==> config.mk <==
export PLATFORM = sky130hd
export DESIGN_NAME = ring_phase_monitor
export DESIGN_NICKNAME = d
export VERILOG_FILES = /design/src/rtl/ring_phase_monitor.sv
export SDC_FILE = /design/constraint.sdc
export NUM_CORES = 1
export LEC_CHECK = 0
export ABC_AREA = 1
export ABC_CLOCK_PERIOD_IN_PS = 3890
export BUFFER_PORTS_ARGS = -buffer_cell sky130_fd_sc_hd__buf_2
export CAP_MARGIN = 15
export CORE_MARGIN = 10
export CORE_UTILIZATION = 35
export DETAILED_ROUTE_END_ITERATION = 6
export GPL_TIMING_DRIVEN = 0
export MAX_ROUTING_LAYER = met4
export PLACE_DENSITY = 0.66
export SLEW_MARGIN = 0
export SYNTH_ARGS = -nofsm -noshare
export SYNTH_HDL_FRONTEND = slang
export SYNTH_SLANG_ARGS = --single-unit
==> constraint.sdc <==
create_clock -name Clock -period 3.89 [get_ports Clock]
set_input_delay 0.5835 -clock Clock [delete_from_list [all_inputs] [get_ports Clock]]
set_output_delay 0.5835 -clock Clock [all_outputs]
set_load 0.02 [all_outputs]
==> src/rtl/ring_phase_monitor.sv <==
// Checks a one-hot ring counter: each sample must be a single rotation of the previous one.
// Reports phase index and lock status, counts revolutions, and latches a sticky fault on illegal steps.
module ring_phase_monitor #(
   parameter int WIDTH    = 4,
   parameter int DIR      = 0,
   parameter int LOCK_CNT = 2,
   parameter int REV_W    = 8,
   parameter int ERR_W    = 4
) (
   input  logic                       Clock,
   input  logic                       Reset_n,
   input  logic [WIDTH-1:0]           Count_in,
   input  logic                       Clear,
   output logic [$clog2(WIDTH)-1:0]   Phase_idx,
   output logic                       Phase_valid,
   output logic                       Rev_tick,
   output logic [REV_W-1:0]           Rev_count,
   output logic                       Fault,
   output logic [ERR_W-1:0]           Err_count
);

   localparam int IDX_W = $clog2(WIDTH);
   localparam int CNT_W = $clog2(LOCK_CNT + 1);

   typedef enum logic [1:0] {
      SYNC   = 2'd0,
      LOCKED = 2'd1,
      FAULT  = 2'd2
   } state_t;

   state_t             state, state_n;
   logic [WIDTH-1:0]   prev_q;
   logic               prev_v;
   logic [CNT_W-1:0]   good_cnt, good_cnt_n, cnt_inc;
   logic               fault_n;
   logic [ERR_W-1:0]   err_n;
   logic [REV_W-1:0]   rev_n;
   logic               good_step, bad_step, rev_evt;

   function automatic logic is_onehot(input logic [WIDTH-1:0] v);
      int n;
      n = 0;
      for (int i = 0; i < WIDTH; i++) n += int'(v[i]);
      return (n == 1);
   endfunction

   function automatic logic [WIDTH-1:0] rotate(input logic [WIDTH-1:0] v);
      if (DIR == 0) return {v[WIDTH-2:0], v[WIDTH-1]};
      else          return {v[0], v[WIDTH-1:1]};
   endfunction

   // Non-one-hot samples report index 0 rather than a partial encoding.
   function automatic logic [IDX_W-1:0] onehot_idx(input logic [WIDTH-1:0] v);
      logic [IDX_W-1:0] idx;
      idx = '0;
      if (is_onehot(v)) begin
         for (int i = 0; i < WIDTH; i++) begin
            if (v[i]) idx = IDX_W'(i);
         end
      end
      return idx;
   endfunction

   function automatic logic [ERR_W-1:0] sat_inc(input logic [ERR_W-1:0] e);
      return (e == {ERR_W{1'b1}}) ? e : e + 1'b1;
   endfunction

   assign good_step = prev_v && is_onehot(prev_q) && (Count_in == rotate(prev_q));
   assign bad_step  = prev_v && !good_step;
   assign rev_evt   = (state == LOCKED) && good_step && Count_in[0];
   assign cnt_inc   = good_cnt + 1'b1;

   always_comb begin
      state_n    = state;
      good_cnt_n = good_cnt;
      fault_n    = Fault;
      err_n      = Err_count;
      rev_n      = Rev_count;

      case (state)
         SYNC: begin
            if (good_step) begin
               if (cnt_inc == CNT_W'(LOCK_CNT)) begin
                  state_n    = LOCKED;
                  good_cnt_n = '0;
               end else begin
                  good_cnt_n = cnt_inc;
               end
            end else if (bad_step) begin
               good_cnt_n = '0;
            end
         end
         LOCKED: begin
            if (bad_step && !Clear) begin
               state_n = FAULT;
               fault_n = 1'b1;
               err_n   = sat_inc(Err_count);
            end
         end
         FAULT:   state_n = FAULT;
         default: state_n = SYNC;
      endcase

      if (rev_evt) rev_n = Rev_count + 1'b1;

      // Clear wins over a same-edge fault or revolution increment; Rev_tick still fires.
      if (Clear) begin
         fault_n    = 1'b0;
         err_n      = '0;
         rev_n      = '0;
         good_cnt_n = '0;
         if (state == FAULT) state_n = SYNC;
      end
   end

   always_ff @(posedge Clock or negedge Reset_n) begin
      if (!Reset_n) begin
         state       <= SYNC;
         good_cnt    <= '0;
         prev_q      <= '0;
         prev_v      <= 1'b0;
         Phase_idx   <= '0;
         Phase_valid <= 1'b0;
         Rev_tick    <= 1'b0;
         Rev_count   <= '0;
         Fault       <= 1'b0;
         Err_count   <= '0;
      end else begin
         state       <= state_n;
         good_cnt    <= good_cnt_n;
         prev_q      <= Count_in;
         prev_v      <= 1'b1;
         Phase_idx   <= onehot_idx(Count_in);
         Phase_valid <= (state_n == LOCKED);
         Rev_tick    <= rev_evt;
         Rev_count   <= rev_n;
         Fault       <= fault_n;
         Err_count   <= err_n;
      end
   end

endmodule

==> summary.txt, run 1 <==
Max Cap Violations -> 0
Share of post-route cells with drive strength above 1 -> 20.8%
Maximum fanout along the worst path -> 7
Post-DR vias/cell -> 4.61
Antenna fix cells -> 0
Syn Nets -> 185
H-Tree Depth -> 1
Largest net degree at the start of global routing -> 27
TritonCTS Buffers -> 3
Vias -> 1138
TritonCTS clock tree -> yes
Worst EP arrival -> 2540 ps
Final min period -> 2370 ps
Unique masters post-synth -> 22
# resized after CTS -> 0
Pre-CTS WS -> 1370 ps
DRT antenna net count -> 0
Startpoint Class -> flop
Die X -> 83.6 um
Worst setup path category -> flop to flop
HP Class -> input port to async pin
Iter 0 DRT Violations -> 51
Seq/Total Area, Yosys -> 45.9%
Row count -> 23
YS warnings -> 0
Fillers -> 411
Post-CTS Setup Bufs -> 0
Flop-to-flop setup slack -> 1520 ps
Die Ht -> 83.6 um
Achievable frequency -> 0.422 GHz
# hold bufs at CTS -> 0
Port Buf Inserts -> 23
CP Capture Type -> flop
Final setup TNS -> 0 ps
Cell Area, Placed -> 1600 sq um
Die area -> 7000 sq um
GRT Overall Usage -> 9.16%
Post-route setup slack -> 1520 ps
CP max stage cell -> fa_1
Drc violations -> 0
Netlist Area Pre-Place -> 1420 sq um
Required @ worst endpoint -> 4060 ps
Final setup vio count -> 0
Post-layout util -> 41.6%
R2r endpoint -> Rev_count[1]
Routed len/inst -> 11.6 um
Clk buf depth -> 2
GRT overflow -> 0
Clk sinks -> 26
Run status -> finished clean
Hold Fails Final Rpt -> 0
Initial core utilization -> 35.7%
Gate family responsible for the most delay along the worst path -> adder cells
RSZ-0062 raised after global routing -> no
Period utilization -> 61.0%
Number of synthesized register bits -> 26
Nets -> 213
CP peak stage delay -> 530 ps
Critical Path Source -> prev_q[0]
Crit-path cells -> inv_1 > fa_1 > inv_1 > ha_1 > ha_1 > nor3_4 > nand3_2 > inv_2 > nand3_2 > nand3_1 > nand2_1
Setup Skew -> 5.06 ps
Pwr dens -> 314 nW/um^2
Fin area -> 1650 sq um
VDD IR max -> 0.000150 V
Leak -> 0.929 nW
Power, Total -> 0.519 mW
Clk slew on worst S/H paths -> 90 ps
Syn-to-layout area delta -> 16.4%
R2R cell count -> 11
DRT Wirelength -> 2870 um
Routability-driven placement congestion ratio -> 0.734
DP HPWL -> 2180 um
First-pass GRT wire length -> 5260 um
Core area -> 3970 sq um
Syn avg cell area -> 8.34 sq um
Vias in the first global route -> 1151
Cell count after synthesis -> 170
Fin. max-slew vios -> 0
Drt pass-1 iters -> 4
Worst flop-to-flop path startpoint -> prev_q[0]
Clk root buf -> clkbuf_8
Latest clock arrival within the worst-skew pair -> 270 ps
Num ports -> 24
Worst-Margin Slew -> 598 ps
Slew Limit Headroom -> 60.1%
Initial antenna violation count -> 0
Worst path bufs/invs -> 3
per-stage QoR:
| step | hold slack, ps | instances |
|---|---|---|
| after floorplan | 288 | 170 |
| after global placement | 480 | 243 |
| after detailed placement | 482 | 243 |
| after CTS | 329 | 247 |
| after global routing | 357 | 247 |
| final | 308 | 247 |
report_power, final:
part / internal [mW] / switching [mW]
sequential: 0.277 / 0.00349
clock: 0.0906 / 0.0866
combinational: 0.0204 / 0.0406
total: 0.388 / 0.131
Yosys cell counts, drive strengths merged:
cell type / n / share of area (%)
nand3b: 5 / 2.6
or3b: 1 / 0.62
inv: 23 / 6.1
a21oi: 4 / 1.4
clkbuf: 1 / 0.26
nor2: 18 / 5.1
dfrtp: 26 / 46
nand2: 47 / 12
conb: 1 / 0.26
buf: 1 / 0.35
o21ai: 3 / 1.1
fa: 2 / 2.8
xor2: 4 / 2.5
nand3: 17 / 6.7
nand4: 3 / 1.3
ha: 6 / 5.3
xnor2: 3 / 1.9
nor3: 5 / 3.4
layout make-up:
type | instances | area [sq um] | area share (%)
clock buffers | 4 | 55.1 | 3.34
inverters | 23 | 86.3 | 5.23
multi-input cells | 119 | 672 | 40.7
repair buffers | 23 | 115 | 6.97
flip-flops and latches | 26 | 651 | 39.4
plain buffers | 2 | 8.76 | 0.531
well taps | 50 | 62.6 | 3.79
cell usage in the layout, fill, tap and decap left out:
master / count
a21oi_1: 4
buf_2: 24
clkbuf_1: 1
clkbuf_8: 4
conb_1: 1
dfrtp_1: 26
fa_1: 2
ha_1: 6
inv_1: 17
inv_2: 6
nand2_1: 47
nand3_1: 15
nand3_2: 2
nand3b_1: 5
nand4_1: 3
nor2_1: 16
nor2_2: 2
nor3_1: 3
nor3_4: 2
o21ai_0: 3
or3b_2: 1
xnor2_1: 3
xor2_1: 4
metal layers:
layer  wire, um  global-route usage (%)  vias to the layer above
li1           -                       -                      589
met1       1420                    10.9                      530
met2       1330                    14.4                       15
met3         75                    1.95                        4
met4         48                    4.11                        0
met5          0                       -                        -
worst reg2reg max path, stage by stage, from the launching register on:
cell,delay (ps)
dfrtp_1,350
inv_1,70
fa_1,530
inv_1,40
ha_1,170
ha_1,300
nor3_4,190
nand3_2,160
inv_2,130
nand3_2,160
nand3_1,120
nand2_1,60
registers in the layout (all words and copies together), names as in the netlist, 2 cells and up:
name,count
Phase_idx,2
good_cnt,2
prev_q,4
Err_count,4
Rev_count,8
state,2
worst max path at each step:
stage | end | slack [ps] | depth (start not counted)
after floorplan | Phase_idx[1] | 1640 | 7
after global placement | Phase_idx[1] | 1390 | 8
after detailed placement | Phase_idx[1] | 1370 | 8
after CTS | Rev_count[3] | 1500 | 11
after global routing | Rev_count[4] | 1350 | 11
final | Rev_count[1] | 1520 | 11
cell families after synthesis:
| group | synth area share (%) |
|---|---|
| DFF | 45.9 |
| adders and majority gates | 8.12 |
| other | 0.265 |
| and+or+nand+nor | 32.2 |
| AOI/OAI and AO/OA | 2.47 |
| buffers and inverters | 6.71 |
| xor gates and xnor gates | 4.32 |
Note: power is estimated with default switching activity, not from simulation.
==> inputs of run 2 (changes only) <==
- ABC_AREA: 1 -> 0
- ABC_CLOCK_PERIOD_IN_PS: 3890 -> 2000
- PLACE_DENSITY: 0.66 -> 0.68
- clock period: 3.89 -> 2 ns (I/O delays scaled with it)
==> summary.txt, run 2 <==
Maximum fanout along the worst path -> 4 (-3)
Die area -> 6740 sq um (-3.6%)
Antenna fix cells -> 0 (unchanged)
Most frequent cells in the layout -> dfrtp_1 (26), buf_2 (22), nor2_1 (13)
Routed len/inst -> 14.3 um (+23%)
Failing checks -> negative setup slack
First-pass GRT wire length -> 4750 um (-9.6%)
Drc violations -> 0 (unchanged)
Post-layout util -> 49.0% (+7.4 points)
Setup Skew -> 3.24 ps (-1.82 ps)
CP Capture Type -> flop
Clk buf depth -> 2 (unchanged)
DRT antenna net count -> 0 (unchanged)
RSZ-0062 raised after global routing -> yes
Pwr dens -> 548 nW/um^2 (+74%)
Worst-Margin Slew -> 759 ps (+161 ps)
Initial core utilization -> 36.6% (+0.90 points)
Combined area of the multi-input logic cells -> 764 sq um (+14%)
Fin area -> 1810 sq um (+9.5%)
Synth cell count leaders -> dfrtp_1 (26), inv_1 (14), nor2_1 (13)
Net Switching -> 0.254 mW (+95%)
Most common cell after layout, fill and taps aside -> dfrtp_1
Number of synthesized register bits -> 26 (unchanged)
Count leader, synth -> dfrtp_1
Post-route setup slack -> -502 ps (-2020 ps)
CP peak stage delay -> 530 ps (about the same)
Synth area leader -> dfrtp_1
Share of post-route cells with drive strength above 1 -> 35.2% (+14 points)
Clk root buf -> clkbuf_8
Netlist Area Pre-Place -> 1350 sq um (-4.8%)
Routability-driven placement congestion ratio -> 0.797 (+8.5%)
Die X -> 82.1 um (-1.8%)
DRT Wirelength -> 2960 um (+3.0%)
Final min period -> 2500 ps (+129 ps)
Combinational power share -> 15.8% (+4.0 points)
Drt pass-1 iters -> 4 (unchanged)
Worst setup path category -> flop to flop
Vias in the first global route -> 1033 (-10%)
Post-DR vias/cell -> 4.88 (+6.0%)
YS warnings -> 0 (unchanged)
Max Cap Violations -> 0 (unchanged)
Top cells by area, synth -> dfrtp_1 (48%), xnor2_1 (7.1%), ha_1 (5.6%)
Post-synth ARST share -> 100% (unchanged)
Latest clock arrival within the worst-skew pair -> 270 ps (about the same)
Required @ worst endpoint -> 2140 ps (-1920 ps)
TritonCTS Buffers -> 3 (unchanged)
Sw frac -> 25.7% (+0.49 points)
Core area -> 3690 sq um (-7.1%)
Share of the synthesized area in the top cell type -> 48.2% (+2.3 points)
Die Ht -> 82.1 um (-1.8%)
Row count -> 22 (-4.3%)
Final setup vio count -> 19 (+19)
CP max stage cell -> fa_1
Nets -> 176 (-17%)
Run status -> complete, but fails checks
Slew Limit Headroom -> 49.2% (-11 points)
Pre-CTS WS -> -578 ps (-1950 ps)
Reg power frac -> 54.7% (+0.6 points)
Achievable frequency -> 0.400 GHz (-5.2%)
Syn Nets -> 142 (-23%)
Num ports -> 24 (unchanged)
VDD IR max -> 0.000425 V (+180%)
GRT overflow -> 0 (unchanged)
Clk sinks -> 26 (unchanged)
GRT Overall Usage -> 9.35% (+0.20 points)
Initial antenna violation count -> 0 (unchanged)
Largest net degree at the start of global routing -> 27 (unchanged)
CP most frequent cell -> buf_12
Fillers -> 350 (-15%)
Syn-to-layout area delta -> 33.8%
Fin. max-slew vios -> 0 (unchanged)
DP HPWL -> 2120 um (-3.0%)
HP Class -> input port to async pin
TritonCTS clock tree -> yes
Hold Fails Final Rpt -> 0 (unchanged)
Prevailing post-synth register cell -> dfrtp_1
Period utilization -> 125% (+64 points)
Leak -> 0.944 nW (+1.6%)
Startpoint Class -> flop
Clk slew on worst S/H paths -> 80 ps (about the same)
Crit-path cells -> inv_2 > fa_1 > inv_1 > ha_2 > ha_4 > and4bb_1 > nand2_4 > buf_12 > buf_12 > nor4_4 > xnor2_1 > nor2_1
Syn avg cell area -> 10.6 sq um (+27%)
H-Tree Depth -> 1 (unchanged)
Seq/Total Area, Yosys -> 48.2% (+2.3 points)
Cell Area, Placed -> 1530 sq um (-4.0%)
Vias -> 1011 (-11%)
Internal power -> 0.736 mW (+90%)
Hold WS -> 14.8 ps (-293 ps)
Iter 0 DRT Violations -> 48 (-5.9%)
Port Buf Inserts -> 22 (-4.3%)
Unique masters post-synth -> 34 (+55%)
Max FFs per register -> 8 (unchanged)
Top reg by flops -> Rev_count
FF+latch area -> 651 sq um (unchanged)
Cell count after synthesis -> 127 (-25%)
Clock power share -> 29.5% (-4.7 points)
Number of synthesized flops with an enable pin -> 0 (unchanged)
Worst EP arrival -> 2650 ps (+110 ps)
Worst path bufs/invs -> 4 (+1)
Gate family responsible for the most delay along the worst path -> adder cells
Biggest regs -> Rev_count: 8 flops, Err_count: 4 flops, prev_q: 4 flops
==> run 2: changes by cell type in the layout (fill, tap and decap cells not counted), moves of 4 or more <==
cell / delta
xnor2_1: +8
nand3b_1: -4
nand3_1: -10
buf_4: +4
inv_2: -4
nand2_1: -43
inv_1: -5
nor4_4: +6
==> run 2: worst paths after layout <==
path                             startpoint      endpoint  slack (ps)  cells after the start
worst min register to register  good_cnt[1]   good_cnt[1]         510                      2
max in group asynchronous           Reset_n     prev_q[3]        1610                      1
min in group Clock              Count_in[1]     prev_q[1]         190                      1
worst max-delay path              prev_q[3]  Rev_count[6]        -500                     12
worst min-delay path                Reset_n  Rev_count[2]          10                      1
worst max register to register    prev_q[3]  Rev_count[6]        -500                     12
==> run 2: per-stage QoR <==
| step | total power [mW] | instances | TNS [ps] |
|---|---|---|---|
| finish | 0.991 | 207 | -8040 |
| global route | 1.05 | 207 | -9830 |
| CTS | 0.985 | 203 | -8490 |
| detailed placement | 0.664 | 197 | -9360 |
| global placement | 0.658 | 197 | -7950 |
| floorplan | 0.622 | 127 | -6110 |
==> run 2: power groups by stage <==
stage                     combinational, mW  clock [mW]  sequential, mW
after CTS                             0.142       0.301           0.542
after global placement                0.106           0           0.551
after floorplan                      0.0635           0           0.559
after detailed placement              0.112           0           0.552
final                                 0.156       0.293           0.542
after global routing                  0.175       0.331           0.543
==> run 2: worst register-to-register path, delay by kind of cell, from the launching register on <==
family | cells | cell delay (ps)
fa+ha+maj | 3 | 900
flops | 1 | 370
buf+inv | 4 | 360
xor+xnor | 1 | 160
simple gates | 4 | 580
==> run 2: cell families after synthesis <==
family,Yosys count,synth area share [%]
flops,26,48.2
other cells,1,0.278
fa+ha+maj,8,8.53
xor+xnor,12,7.78
simple gates,48,22.2
mux,3,2.22
buf+inv,18,5.84
compound gates,11,4.91
==> run 2: layout make-up <==
cell class              count  area share [%]
multi-input cells          83            42.3
inverters                  14            2.91
well taps                  48            3.32
repair buffers             29            11.2
clock buffers               3            2.29
plain buffers               4            1.94
flip-flops and latches     26            36.0
==> run 2: metal layers <==
metal | global-route usage, % | up-vias | part of all wire, %
li1 | - | 487 | -
met1 | 10.0 | 495 | 39
met2 | 16.3 | 25 | 52
met3 | 3.67 | 4 | 7.7
met4 | 1.53 | 0 | 0.74
met5 | - | - | 0
==> run 2: repair_timing <==
| item | 4_1_cts | 5_1_grt |
|---|---|---|
| cloned | 1 | 0 |
| resized for setup | 15 | 13 |
| buffers inserted | 2 | 4 |
| endpoints found under the setup margin | 19 | 19 |
| hold buffers | 0 | 0 |
| pin swaps | 19 | 12 |
==> inputs of run 3 (changes only) <==
- CTS_CLUSTER_DIAMETER: default -> 200
- SETUP_SLACK_MARGIN: default -> 0.3
- SKIP_LAST_GASP: default -> 1
==> summary.txt, run 3 (synthesis results as in run 2) <==
Run status -> complete, but fails checks
Failing checks -> negative setup slack
Initial core utilization -> 36.6% (unchanged)
First-pass GRT wire length -> 4750 um (unchanged)
CP peak stage delay -> 530 ps (about the same)
Vias in the first global route -> 1033 (unchanged)
Cell Area, Placed -> 1530 sq um (unchanged)
Clk buf depth -> 2 (unchanged)
Post-DR vias/cell -> 4.86 (-0.49%)
Vias -> 1006 (-0.49%)
CP max stage cell -> fa_1
Pre-CTS WS -> -578 ps (unchanged)
Routed len/inst -> 14.2 um (-0.41%)
HP Class -> input port to async pin
Worst path bufs/invs -> 3 (-1)
Final setup vio count -> 19 (unchanged)
GRT Overall Usage -> 9.35% (unchanged)
CP Capture Type -> flop
Fin area -> 1800 sq um (-0.21%)
Required @ worst endpoint -> 2200 ps (+60 ps)
Achievable frequency -> 0.396 GHz (-1.0%)
Port Buf Inserts -> 22 (unchanged)
Syn-to-layout area delta -> 33.5%
Post-layout util -> 48.9% (-0.10 points)
DP HPWL -> 2120 um (unchanged)
Num ports -> 24 (unchanged)
Drt pass-1 iters -> 4 (unchanged)
Clk slew on worst S/H paths -> 80 ps (about the same)
Row count -> 22 (unchanged)
Most frequent cells in the layout -> dfrtp_1 (26), buf_2 (22), nor2_1 (13)
Core area -> 3690 sq um (unchanged)
Routability-driven placement congestion ratio -> 0.797 (unchanged)
Maximum fanout along the worst path -> 4 (unchanged)
# hold bufs at CTS -> 0 (unchanged)
Gate family responsible for the most delay along the worst path -> adder cells
TritonCTS clock tree -> yes
Drc violations -> 0 (unchanged)
Slew Limit Headroom -> 49.6% (+0.40 points)
Pwr dens -> 549 nW/um^2 (+0.18%)
Fin. max-slew vios -> 0 (unchanged)
Largest net degree at the start of global routing -> 27 (unchanged)
Clk sinks -> 26 (unchanged)
Die area -> 6740 sq um (unchanged)
Period utilization -> 126% (+1.3 points)
Setup Skew -> 3.62 ps (+0.385 ps)
Hold WS -> 15.3 ps (+0.502 ps)
Worst-Margin Slew -> 753 ps (-5.97 ps)
Top reg by flops -> Rev_count
GRT overflow -> 0 (unchanged)
Die Ht -> 82.1 um (unchanged)
Share of post-route cells with drive strength above 1 -> 35.8% (+0.63 points)
Initial antenna violation count -> 0 (unchanged)
Hold Fails Final Rpt -> 0 (unchanged)
Clk root buf -> clkbuf_8
Max Cap Violations -> 0 (unchanged)
Most common cell after layout, fill and taps aside -> dfrtp_1
VDD IR max -> 0.000428 V (+0.64%)
DRT antenna net count -> 0 (unchanged)
Worst EP arrival -> 2720 ps (+70 ps)
Post-route setup slack -> -528 ps (-26.3 ps)
Iter 0 DRT Violations -> 42 (-13%)
TritonCTS Buffers -> 3 (unchanged)
Startpoint Class -> flop
Die X -> 82.1 um (unchanged)
Latest clock arrival within the worst-skew pair -> 270 ps (about the same)
Biggest regs -> Rev_count: 8 flops, Err_count: 4 flops, prev_q: 4 flops
H-Tree Depth -> 1 (unchanged)
Final min period -> 2530 ps (+26.3 ps)
Worst setup path category -> flop to flop
DRT Wirelength -> 2940 um (-0.41%)
Crit-path cells -> inv_2 > fa_1 > inv_1 > ha_2 > ha_4 > and4bb_1 > nand2_4 > buf_12 > or2_4 > a21boi_2 > nor3_2
Nets -> 176 (unchanged)
Max FFs per register -> 8 (unchanged)
RSZ-0062 raised after global routing -> yes
Antenna fix cells -> 0 (unchanged)
Leak -> 0.934 nW (-1.1%)
==> run 3: cell counts in the layout (fill, tap and decap cells not counted) <==
No cell type changed its count.
==> run 3: worst register-to-register path: stages, from the launching register on <==
cell,delay (ps)
dfrtp_1,370
inv_2,50
fa_1,530
inv_1,40
ha_2,170
ha_4,200
and4bb_1,290
nand2_4,100
buf_12,150
or2_4,230
a21boi_2,170
nor3_2,150
==> run 3: power breakdown <==
part           total (mW)  internal, mW  switching [mW]  leakage (nW)
logic               0.158        0.0655          0.0924         0.562
registers           0.542         0.536         0.00562         0.351
clock network       0.291         0.135           0.156        0.0216
total               0.990         0.736           0.254         0.934
==> run 3: metal layers <==
metal	GRT usage, %	up-vias	share of wire [%]
li1	-	487	-
met1	10.0	493	39
met2	16.3	22	53
met3	3.67	4	7.2
met4	1.53	0	0.54
met5	-	-	0
==> run 3: layout make-up <==
class | instances | area, sq um
buffer | 4 | 35.0
clock buffer | 3 | 41.3
fill | 348 | 1890
inverter | 14 | 52.6
multi-input combinational | 83 | 761
sequential | 26 | 651
tap | 48 | 60.1
timing repair buffer | 29 | 203
==> run 3: through the flow <==
stage | setup TNS, ps | total power [mW] | cells
floorplan | -6110 | 0.622 | 127
global placement | -7950 | 0.658 | 197
detailed placement | -9360 | 0.664 | 197
CTS | -8490 | 0.985 | 203
global route | -9880 | 1.05 | 207
finish | -8080 | 0.990 | 207
==> run 3: worst paths after layout <==
check | cells after the start | startpoint | end | slack, ps
worst max-delay path | 11 | prev_q[3] | Phase_valid | -530
worst min-delay path | 1 | Reset_n | Rev_count[2] | 20
worst max register to register | 11 | prev_q[3] | Phase_valid | -530
worst min register to register | 2 | good_cnt[1] | good_cnt[1] | 510
max in group asynchronous | 1 | Reset_n | prev_v | 1610
min in group Clock | 1 | Count_in[1] | prev_q[1] | 190
==> run 3: what timing repair did <==
| item | 4_1_cts | 5_1_grt |
|---|---|---|
| setup buffers | 2 | 4 |
| gates resized for setup | 15 | 13 |
| cloned | 1 | 0 |
| setup endpoints to repair | 19 | 20 |
| pin swaps | 19 | 12 |
